[config.mk]
export PLATFORM = sky130hd
export DESIGN_NAME = ex_mem_stage_reg
export DESIGN_NICKNAME = d
export VERILOG_FILES = /design/src/rtl/pipe_pkg.sv /design/src/rtl/pipe_skid_slot.sv /design/src/rtl/ex_mem_stage_reg.sv
export SDC_FILE = /design/constraint.sdc
export NUM_CORES = 1
export LEC_CHECK = 0
export ABC_CLOCK_PERIOD_IN_PS = 2000
export CAP_MARGIN = 5
export CELL_PAD_IN_SITES_DETAIL_PLACEMENT = 1
export CELL_PAD_IN_SITES_GLOBAL_PLACEMENT = 2
export CORE_ASPECT_RATIO = 2
export CORE_MARGIN = 5
export CORE_UTILIZATION = 25
export CTS_BUF_LIST = sky130_fd_sc_hd__clkbuf_4
export CTS_CLUSTER_DIAMETER = 60
export CTS_CLUSTER_SIZE = 14
export DETAILED_ROUTE_END_ITERATION = 10
export GPL_TIMING_DRIVEN = 1
export PLACE_DENSITY_LB_ADDON = 0.1
export SKIP_LAST_GASP = 1
export SLEW_MARGIN = 20
export SYNTH_ARGS = -nofsm -noshare
export SYNTH_HDL_FRONTEND = slang
export SYNTH_SLANG_ARGS = --single-unit
[constraint.sdc]
create_clock -name clk -period 2 [get_ports clk]
set_input_delay 0.4 -clock clk [delete_from_list [all_inputs] [get_ports clk]]
set_output_delay 0.4 -clock clk [all_outputs]
set_load 0.01 [all_outputs]
[src/rtl/pipe_pkg.sv]
// Shared definitions for the EX->MEM pipeline register: control-bundle layout,
// default payload layout and the per-slot update action.
package pipe_pkg;

   // Control bundle, packed {mem_to_reg, reg_write, mem_read, mem_write, branch}
   localparam int unsigned CTRL_W       = 5;
   localparam int unsigned CTRL_BR      = 0;
   localparam int unsigned CTRL_MEMWR   = 1;
   localparam int unsigned CTRL_MEMRD   = 2;
   localparam int unsigned CTRL_REGWR   = 3;
   localparam int unsigned CTRL_MEM2REG = 4;

   // Default-configuration payload widths
   localparam int unsigned PAYLOAD_XLEN = 64;
   localparam int unsigned PAYLOAD_RA_W = 5;

   // Payload layout at the default configuration; the stage itself packs the
   // same field order into a flat vector so that its widths stay parametrised.
   typedef struct packed {
      logic [PAYLOAD_XLEN-1:0] pc;
      logic [PAYLOAD_XLEN-1:0] alu_result;
      logic [PAYLOAD_XLEN-1:0] rs2_data;
      logic [PAYLOAD_RA_W-1:0] rd;
      logic [CTRL_W-1:0]       ctrl;
      logic                    zero;
   } exmem_payload_t;

   // Action applied to a storage slot on the next clock edge
   typedef enum logic [1:0] {
      SLOT_HOLD      = 2'd0,
      SLOT_LOAD_EX   = 2'd1,
      SLOT_LOAD_SKID = 2'd2,
      SLOT_CLEAR     = 2'd3
   } slot_op_e;

endpackage

[src/rtl/pipe_skid_slot.sv]
// Single payload+valid storage slot with load and clear (clear has priority).
// Clearing zeroes the payload, which guarantees a bubble carries no control bits.
module pipe_skid_slot #(
   parameter int unsigned W = 8
) (
   input  logic         clk_i,
   input  logic         rst_ni,
   input  logic         load_i,
   input  logic         clear_i,
   input  logic [W-1:0] d_i,
   output logic         valid_o,
   output logic [W-1:0] q_o
);

   logic         valid_q, valid_d;
   logic [W-1:0] data_q, data_d;

   // Next-state selection: clear beats load, otherwise hold
   always_comb begin
      valid_d = valid_q;
      data_d  = data_q;
      if (clear_i) begin
         valid_d = 1'b0;
         data_d  = '0;
      end else if (load_i) begin
         valid_d = 1'b1;
         data_d  = d_i;
      end
   end

   // Slot state register with asynchronous reset
   always_ff @(posedge clk_i or negedge rst_ni) begin
      if (!rst_ni) begin
         valid_q <= 1'b0;
         data_q  <= '0;
      end else begin
         valid_q <= valid_d;
         data_q  <= data_d;
      end
   end

   assign valid_o = valid_q;
   assign q_o     = data_q;

endmodule

[src/rtl/ex_mem_stage_reg.sv]
// EX->MEM pipeline register with valid/ready handshake, flush, bubble insertion,
// resolved branch-taken flag and saturating stall counter.
// Optional feature macro: EXMEM_SKID_EN (one-entry skid buffer, registered ex_ready).
module ex_mem_stage_reg #(
   parameter int unsigned XLEN   = 64,
   parameter int unsigned RA_W   = 5,
   parameter int unsigned CTRL_W = pipe_pkg::CTRL_W,
   parameter int unsigned CNT_W  = 16
) (
   input  logic              clk,
   input  logic              rst_n,
   input  logic              flush,
   input  logic              ex_valid,
   output logic              ex_ready,
   input  logic [XLEN-1:0]   ex_pc,
   input  logic [XLEN-1:0]   ex_alu_result,
   input  logic [XLEN-1:0]   ex_rs2_data,
   input  logic [RA_W-1:0]   ex_rd,
   input  logic [CTRL_W-1:0] ex_ctrl,
   input  logic              ex_zero,
   output logic              mem_valid,
   input  logic              mem_ready,
   output logic [XLEN-1:0]   mem_pc,
   output logic [XLEN-1:0]   mem_alu_result,
   output logic [XLEN-1:0]   mem_rs2_data,
   output logic [RA_W-1:0]   mem_rd,
   output logic [CTRL_W-1:0] mem_ctrl,
   output logic              mem_zero,
   output logic              mem_branch_taken,
   output logic [CNT_W-1:0]  stall_cnt
);
   import pipe_pkg::*;

   localparam int unsigned PW = 3*XLEN + RA_W + CTRL_W + 1;

   logic [PW-1:0] ex_payload, main_d, main_q;
   logic          main_v, main_load, main_clear, accept;
   slot_op_e      main_op;
   logic [CNT_W-1:0] stall_q, stall_d;

   assign ex_payload = {ex_pc, ex_alu_result, ex_rs2_data, ex_rd, ex_ctrl, ex_zero};
   assign accept     = ex_valid & ex_ready;

`ifdef EXMEM_SKID_EN
   logic          skid_v, skid_load, skid_clear;
   logic [PW-1:0] skid_q;

   // Ready is purely the skid-empty flop, so no path from mem_ready
   assign ex_ready = ~skid_v;

   // Main/skid steering: the skid always drains into main before new input,
   // which keeps instruction order intact
   always_comb begin
      main_op    = SLOT_HOLD;
      skid_load  = 1'b0;
      skid_clear = 1'b0;
      if (flush) begin
         main_op    = SLOT_CLEAR;
         skid_clear = 1'b1;
      end else if (!main_v || mem_ready) begin
         if (skid_v) begin
            main_op = SLOT_LOAD_SKID;
            if (accept) skid_load  = 1'b1;
            else        skid_clear = 1'b1;
         end else if (accept) begin
            main_op = SLOT_LOAD_EX;
         end else if (main_v) begin
            main_op = SLOT_CLEAR;
         end
      end else if (accept) begin
         skid_load = 1'b1;
      end
   end

   // Main entry source: skid contents take precedence over fresh input
   always_comb begin
      main_d = (main_op == SLOT_LOAD_SKID) ? skid_q : ex_payload;
   end

   pipe_skid_slot #(.W(PW)) u_skid (
      .clk_i   (clk),
      .rst_ni  (rst_n),
      .load_i  (skid_load),
      .clear_i (skid_clear),
      .d_i     (ex_payload),
      .valid_o (skid_v),
      .q_o     (skid_q)
   );
`else
   // Accept whenever the entry is empty or being consumed this cycle
   assign ex_ready = ~main_v | mem_ready;

   // Main entry steering: flush wins, a new op replaces a departing one with no bubble
   always_comb begin
      main_op = SLOT_HOLD;
      main_d  = ex_payload;
      if (flush) begin
         main_op = SLOT_CLEAR;
      end else if (accept) begin
         main_op = SLOT_LOAD_EX;
      end else if (main_v && mem_ready) begin
         main_op = SLOT_CLEAR;
      end
   end
`endif

   // Decode slot action into load/clear strobes
   always_comb begin
      main_load  = (main_op == SLOT_LOAD_EX) || (main_op == SLOT_LOAD_SKID);
      main_clear = (main_op == SLOT_CLEAR);
   end

   pipe_skid_slot #(.W(PW)) u_main (
      .clk_i   (clk),
      .rst_ni  (rst_n),
      .load_i  (main_load),
      .clear_i (main_clear),
      .d_i     (main_d),
      .valid_o (main_v),
      .q_o     (main_q)
   );

   assign mem_valid = main_v;
   assign {mem_pc, mem_alu_result, mem_rs2_data, mem_rd, mem_ctrl, mem_zero} = main_q;
   assign mem_branch_taken = main_v & mem_ctrl[CTRL_BR] & mem_zero;

   // Stall counter next state: count stalled cycles, stick at all-ones
   always_comb begin
      stall_d = stall_q;
      if (main_v && !mem_ready && (stall_q != '1)) begin
         stall_d = stall_q + 1'b1;
      end
   end

   // Stall counter register; only reset clears it
   always_ff @(posedge clk or negedge rst_n) begin
      if (!rst_n) stall_q <= '0;
      else        stall_q <= stall_d;
   end

   assign stall_cnt = stall_q;

endmodule

==> flow_metrics.env, run 1 <==
export IMPL_postRouteAntennaNets=0
export IMPL_synth_seq_cells=220
export IMPL_clock_skew_ns=0.0325
export IMPL_fmax_ghz=0.518
export IMPL_peakVddDrop_v=0.000369
export IMPL_clockBufferDepth=3
export IMPL_drc=0
export IMPL_clock_latency_ns=0.66
export IMPL_seq_area_frac_synth_pct=69.4
export IMPL_slowest_delay_ns=0.44
export IMPL_hpwl_mm=24.2
export IMPL_synth_cell_types=29
export IMPL_die_w_um=136
export IMPL_crit_chain="buf_4 -> dlygate4sd2_1"
export IMPL_h_tree_depth=1
export IMPL_clk_pin_slew_ns=0.16
export IMPL_cp_required_ns=1.60
export IMPL_grt_usage_pct=17.5
export IMPL_synth_area_leader_cell="dfrtp_1"
export IMPL_syn_to_final_growth_pct=65.9
export IMPL_synth_top_cells_by_area="dfrtp_1 69%, a22o_1 22%, buf_2 2.4%"
export IMPL_setup_worst_path_end_class="output pin"
export IMPL_hold_viol_final=0
export IMPL_final_area_um2=13200
export IMPL_worst_pin_slew_ns=0.451
export IMPL_setup_violations=0
export IMPL_synthesis_nets=737
export IMPL_cts_sinks=220
export IMPL_start_util_pct=25.3
export IMPL_outcome="finished, final reports clean"
export IMPL_dr_total_vias=6613
export IMPL_critical_path_class="reg -> out"
export IMPL_powerDensity_nw_per_um2=655
export IMPL_syn_area_um2=7940
export IMPL_rows=92
export IMPL_critPathArrivalTime_ns=1.53
export IMPL_drt_total_wl_mm=32.6
export IMPL_maxSlewViolCount=0
export IMPL_synth_top_area_share_pct=69.4
export IMPL_cp_slowest_cell="dfrtp_2"
export IMPL_post_drt_wl_per_cell_um=22.8
export IMPL_p_leak_nw=6.87
export IMPL_crit_fanout=2
export IMPL_fill_cells=3406
export IMPL_dp_cells=1382
export IMPL_synth_avg_cell_area_um2=15.0
export IMPL_final_cells=1430
export IMPL_dieArea_um2=35600
export IMPL_finalSetupTns_ns=0
export IMPL_grt_pass1_wl_mm=47.6
export IMPL_period_share_pct=96.4
export IMPL_drtIter0Drc=203
export IMPL_grt_pass1_vias=7403
export IMPL_syn_inst=528
export IMPL_core_area_um2=31400
export IMPL_maxSlewHeadroom_pct=69.7
export IMPL_cap_violations=0
export IMPL_cts_tree="built"
export IMPL_io_pins=430
export IMPL_multi_input_area_um2=2230
export IMPL_final_util_pct=41.9
export IMPL_regArea_um2=5510
export IMPL_start_kind="register"
export IMPL_cts_root_buf="clkbuf_4"
export IMPL_grt_antenna_before_repair=5
export IMPL_grt_ovfl_total=0
export IMPL_layout_drive_gt1_share_pct=11.1
export IMPL_rsz0062_at_grt="true"
export IMPL_ys_warn_count=0
export IMPL_timing_hold_ws_ns=0.205
export IMPL_die_h_um=262
export IMPL_numCtsBuffers=19
export IMPL_fin_crit_ns=1.93
export IMPL_num_nets_final=1212
export IMPL_vias_per_cell=4.62
export IMPL_placed_area_um2=13100
export IMPL_min_path_type="in -> async"
export IMPL_io_buffers=429
export IMPL_gp_congestion=0.739
export IMPL_dr_pass1_iters=4
export IMPL_grt_max_degree=51
-- metrics by stage --
| step | setup slack [ns] | power (mW) |
|---|---|---|
| floorplan | 0.295 | 5.55 |
| global placement | -0.221 | 6.92 |
| detailed placement | -0.191 | 6.95 |
| CTS | -0.177 | 8.85 |
| global route | -0.0123 | 9.09 |
| finish | 0.0712 | 8.63 |
-- cells in the mapped netlist --
library cell  number
nand2_1            6
nand4_1            5
buf_2             38
inv_2              1
or2_1              1
nor4_2             1
nor2_2             1
nand3_1            2
nor3b_2            1
nor4_1             2
clkbuf_1           6
nor3_1             3
dfrtp_1          220
mux2_4             1
nand3b_1           1
or3_1              1
and2_1             1
and2b_2            1
mux2_2             1
and3_1             3
nor3b_1            1
ha_1               1
xor2_1            10
a22o_1           203
nand4_2            2
xnor2_1            4
and4bb_1           1
nor2_1             9
nor4_4             1
-- flip-flops by register name (all words and copies together) (netlist names) --
name and flops:
u_main.q_o 203, stall_cnt 16, u_main.valid_o 1
-- layout make-up --
cell class | count | area share, %
inverters | 1 | 0.0285
clock buffers | 20 | 1.14
multi-input cells | 263 | 17.0
flip-flops and latches | 220 | 41.9
well taps | 423 | 4.02
clock inverters | 1 | 0.0380
repair buffers | 498 | 35.9
diodes | 4 | 0.0760
-- per-layer routing --
layer / track usage (%) / vias up / share of wire (%)
met5: 0 / - / 0.083
met2: 32.6 / 267 / 53
met4: 5.63 / 4 / 2.8
met1: 18.5 / 3335 / 35
li1: - / 2962 / -
met3: 5.40 / 45 / 8.4
-- repair_timing --
item,in CTS,in global routing
hold buffers,1,0
cloned,0,0
endpoints found under the hold margin,220,0
endpoints found under the setup margin,222,6
buffers inserted,21,2
pin swaps,0,1
gates resized for setup,235,5
-- report_power, final --
group / switching, mW / leakage (nW) / internal [mW]
Clock: 1.45 / 0.0960 / 0.469
Sequential: 0.158 / 2.94 / 4.73
Combinational: 0.813 / 3.84 / 1.00
Total: 2.42 / 6.87 / 6.20
-- worst paths after layout --
path | startpoint | end | slack [ns] | depth (start not counted)
min | rst_n | u_main.q_o[147]$_DFFE_PN0P_ | 0.20 | 2
max reg2reg | stall_cnt[4]$_DFFE_PN0P_ | stall_cnt[15]$_DFFE_PN0P_ | 0.17 | 6
min reg2reg | u_main.q_o[88]$_DFFE_PN0P_ | u_main.q_o[88]$_DFFE_PN0P_ | 0.51 | 1
max | u_main.q_o[0]$_DFFE_PN0P_ | mem_zero | 0.07 | 2
max in group asynchronous | rst_n | u_main.q_o[94]$_DFFE_PN0P_ | 1.10 | 3
min in group clk | ex_pc[56] | u_main.q_o[195]$_DFFE_PN0P_ | 0.31 | 2
-- kinds of logic after synthesis --
kind of cell / after synthesis / synth area share (%)
AOI/OAI and AO/OA: 203 / 22.4
xor gates and xnor gates: 14 / 1.54
adders and majority gates: 1 / 0.158
buffers and inverters: 45 / 2.73
DFF: 220 / 69.4
muxes: 2 / 0.331
and+or+nand+nor: 43 / 3.48
-- cell usage in the layout, fill, tap and decap left out, types with 2 or more instances in the layout --
cell / netlist / routed
buf_4: 0 / 52
nand4_2: 2 / 2
a22o_1: 203 / 203
dfrtp_1: 220 / 213
clkdlybuf4s50_1: 0 / 206
dfrtp_2: 0 / 7
diode_2: 0 / 4
dlygate4sd2_1: 0 / 219
xnor2_1: 4 / 4
nor4_1: 2 / 2
nand3_1: 2 / 2
xor2_1: 10 / 10
nor3_1: 3 / 3
and3_1: 3 / 2
nor2_1: 9 / 8
clkbuf_4: 0 / 20
nand4_1: 5 / 5
buf_12: 0 / 14
buf_6: 0 / 3
nand2_1: 6 / 6
-- critical path: cells and delay by family, from the launching register on --
family / cells / cell delay, ns
DFF: 1 / 0.44
buffers and inverters: 2 / 0.43
No activity file was read; power rests on OpenSTA's default activity.
==> run 2, diff against run 1 <==
Settings changed: ABC_CLOCK_PERIOD_IN_PS 2000 to not set, REMOVE_ABC_BUFFERS set to 1.
Clock period 2 ns to 2.05 ns, I/O delays scaled along.
==> run 2 against run 1 <==
Compared with the run above:
- worst setup slack gained 0.071 ns
- critical endpoint is now mem_valid
- flip-flop and latch count stayed put
- global-route usage down 0.15 points
- combinational power decreased by 7%
- critical path type unchanged
- wire length shrank 1.3%
- power down 2.0%
- sequential power down 2%
- design area down 1.4%
- count of clock-buffer cells in the layout shrank 1
- critical path depth did not move
==> flow_metrics.env, run 2 (synthesized netlist as in run 1, its figures left out) <==
export IMPL_outcome="finished, final reports clean"
export IMPL_h_tree_depth=1
export IMPL_grt_antenna_before_repair=9
export IMPL_fin_crit_ns=1.91
export IMPL_maxSlewViolCount=0
export IMPL_num_nets_final=1193
export IMPL_crit_fanout=3
export IMPL_critical_path_class="reg -> out"
export IMPL_placed_area_um2=12900
export IMPL_io_buffers=429
export IMPL_grt_pass1_vias=7285
export IMPL_final_area_um2=13000
export IMPL_start_util_pct=25.3
export IMPL_setup_violations=0
export IMPL_grt_usage_pct=17.3
export IMPL_gp_congestion=0.755
export IMPL_cap_violations=0
export IMPL_drtIter0Drc=232
export IMPL_clk_pin_slew_ns=0.16
export IMPL_dr_total_vias=6519
export IMPL_peakVddDrop_v=0.000386
export IMPL_io_pins=430
export IMPL_total_power_mw=8.45
export IMPL_hold_viol_final=0
export IMPL_syn_to_final_growth_pct=63.7
export IMPL_grt_max_degree=75
export IMPL_vias_per_cell=4.61
export IMPL_layout_drive_gt1_share_pct=8.85
export IMPL_start_kind="register"
export IMPL_maxSlewHeadroom_pct=73.1
export IMPL_layout_commonest_cell="dlygate4sd2_1"
export IMPL_die_h_um=262
export IMPL_dr_pass1_iters=4
export IMPL_cts_sinks=220
export IMPL_hpwl_mm=23.7
export IMPL_cp_required_ns=1.64
export IMPL_grt_pass1_wl_mm=46.5
export IMPL_post_drt_wl_per_cell_um=22.7
export IMPL_clockBufferDepth=3
export IMPL_postRouteAntennaNets=0
export IMPL_final_util_pct=41.3
export IMPL_fmax_ghz=0.524
export IMPL_powerDensity_nw_per_um2=651
export IMPL_clock_latency_ns=0.67
export IMPL_clock_skew_ns=0.0307
export IMPL_critPathArrivalTime_ns=1.50
export IMPL_largest_register_ffs=203
export IMPL_worst_pin_slew_ns=0.404
export IMPL_rows=92
export IMPL_grt_ovfl_total=0
export IMPL_drc=0
export IMPL_cts_tree="built"
export IMPL_die_w_um=136
export IMPL_rsz0062_at_grt="false"
export IMPL_numCtsBuffers=19
export IMPL_cts_root_buf="clkbuf_4"
export IMPL_setup_worst_path_end_class="output pin"
export IMPL_min_path_type="in -> async"
export IMPL_dieArea_um2=35600
export IMPL_final_cell_mix="220 x dlygate4sd2_1, 216 x dfrtp_1, 206 x clkdlybuf4s50_1, 203 x a22o_1, 39 x buf_4"
export IMPL_p_leak_nw=6.78
export IMPL_period_share_pct=93.1
export IMPL_drt_total_wl_mm=32.2
export IMPL_core_area_um2=31400
## run 2: final cells by class
class / count / area [um^2]
Fill cell: 3390 / 18400
Sequential cell: 220 / 5510
Timing Repair Buffer: 479 / 4520
Multi-Input combinational cell: 263 / 2230
Tap cell: 423 / 529
Clock buffer: 19 / 143
Clock inverter: 1 / 30.0
Antenna cell: 9 / 22.5
Inverter: 1 / 3.75
## run 2: critical path: stages (launching register included)
cell and delay (ns):
dfrtp_1 0.41, buf_4 0.14, dlygate4sd2_1 0.28
## run 2: through the flow
| step | setup TNS, ns | setup slack, ns | hold slack [ns] | std cells |
|---|---|---|---|---|
| 3_5_place_dp | -7.70 | -0.0865 | 0.338 | 1366 |
| 2_1_floorplan | -1173.92 | -5.78 | 0.114 | 484 |
| 3_3_place_gp | -7.52 | -0.0824 | 0.344 | 1366 |
| 5_1_grt | 0 | 0.0248 | 0.154 | 1415 |
| 4_1_cts | -0.124 | -0.124 | 0.123 | 1407 |
| 6_report | 0 | 0.142 | 0.206 | 1415 |
## run 2: path summary, 6_finish.rpt
check	start	to	slack (ns)	depth (start not counted)
worst max-delay path	u_main.valid_o$_DFFE_PN0P_	mem_valid	0.14	2
worst min-delay path	rst_n	u_main.q_o[23]$_DFFE_PN0P_	0.21	2
worst max register to register	stall_cnt[0]$_DFFE_PN0P_	stall_cnt[13]$_DFFE_PN0P_	0.23	6
worst min register to register	u_main.q_o[145]$_DFFE_PN0P_	u_main.q_o[145]$_DFFE_PN0P_	0.51	1
max in group asynchronous	rst_n	u_main.q_o[92]$_DFFE_PN0P_	1.15	3
min in group clk	ex_rs2_data[57]	u_main.q_o[68]$_DFFE_PN0P_	0.32	2
## run 2: what timing repair did
action,CTS,global route
hold buffers,1,0
pin swaps,0,0
buffers inserted,20,0
setup endpoints to repair,222,1
resized for setup,231,2
hold endpoints to repair,202,0
gates cloned,0,0
## run 2: layer usage
metal / track usage (%) / vias up / wire (um)
met3: 5.10 / 52 / 2410
li1: - / 2917 / -
met4: 7.90 / 0 / 1270
met2: 31.8 / 248 / 17700
met5: 0 / - / 0
met1: 18.0 / 3302 / 10800
## run 2: power by group
part,internal [mW],switching (mW)
logic,0.926,0.774
clock network,0.562,1.42
registers,4.61,0.159
total,6.10,2.35
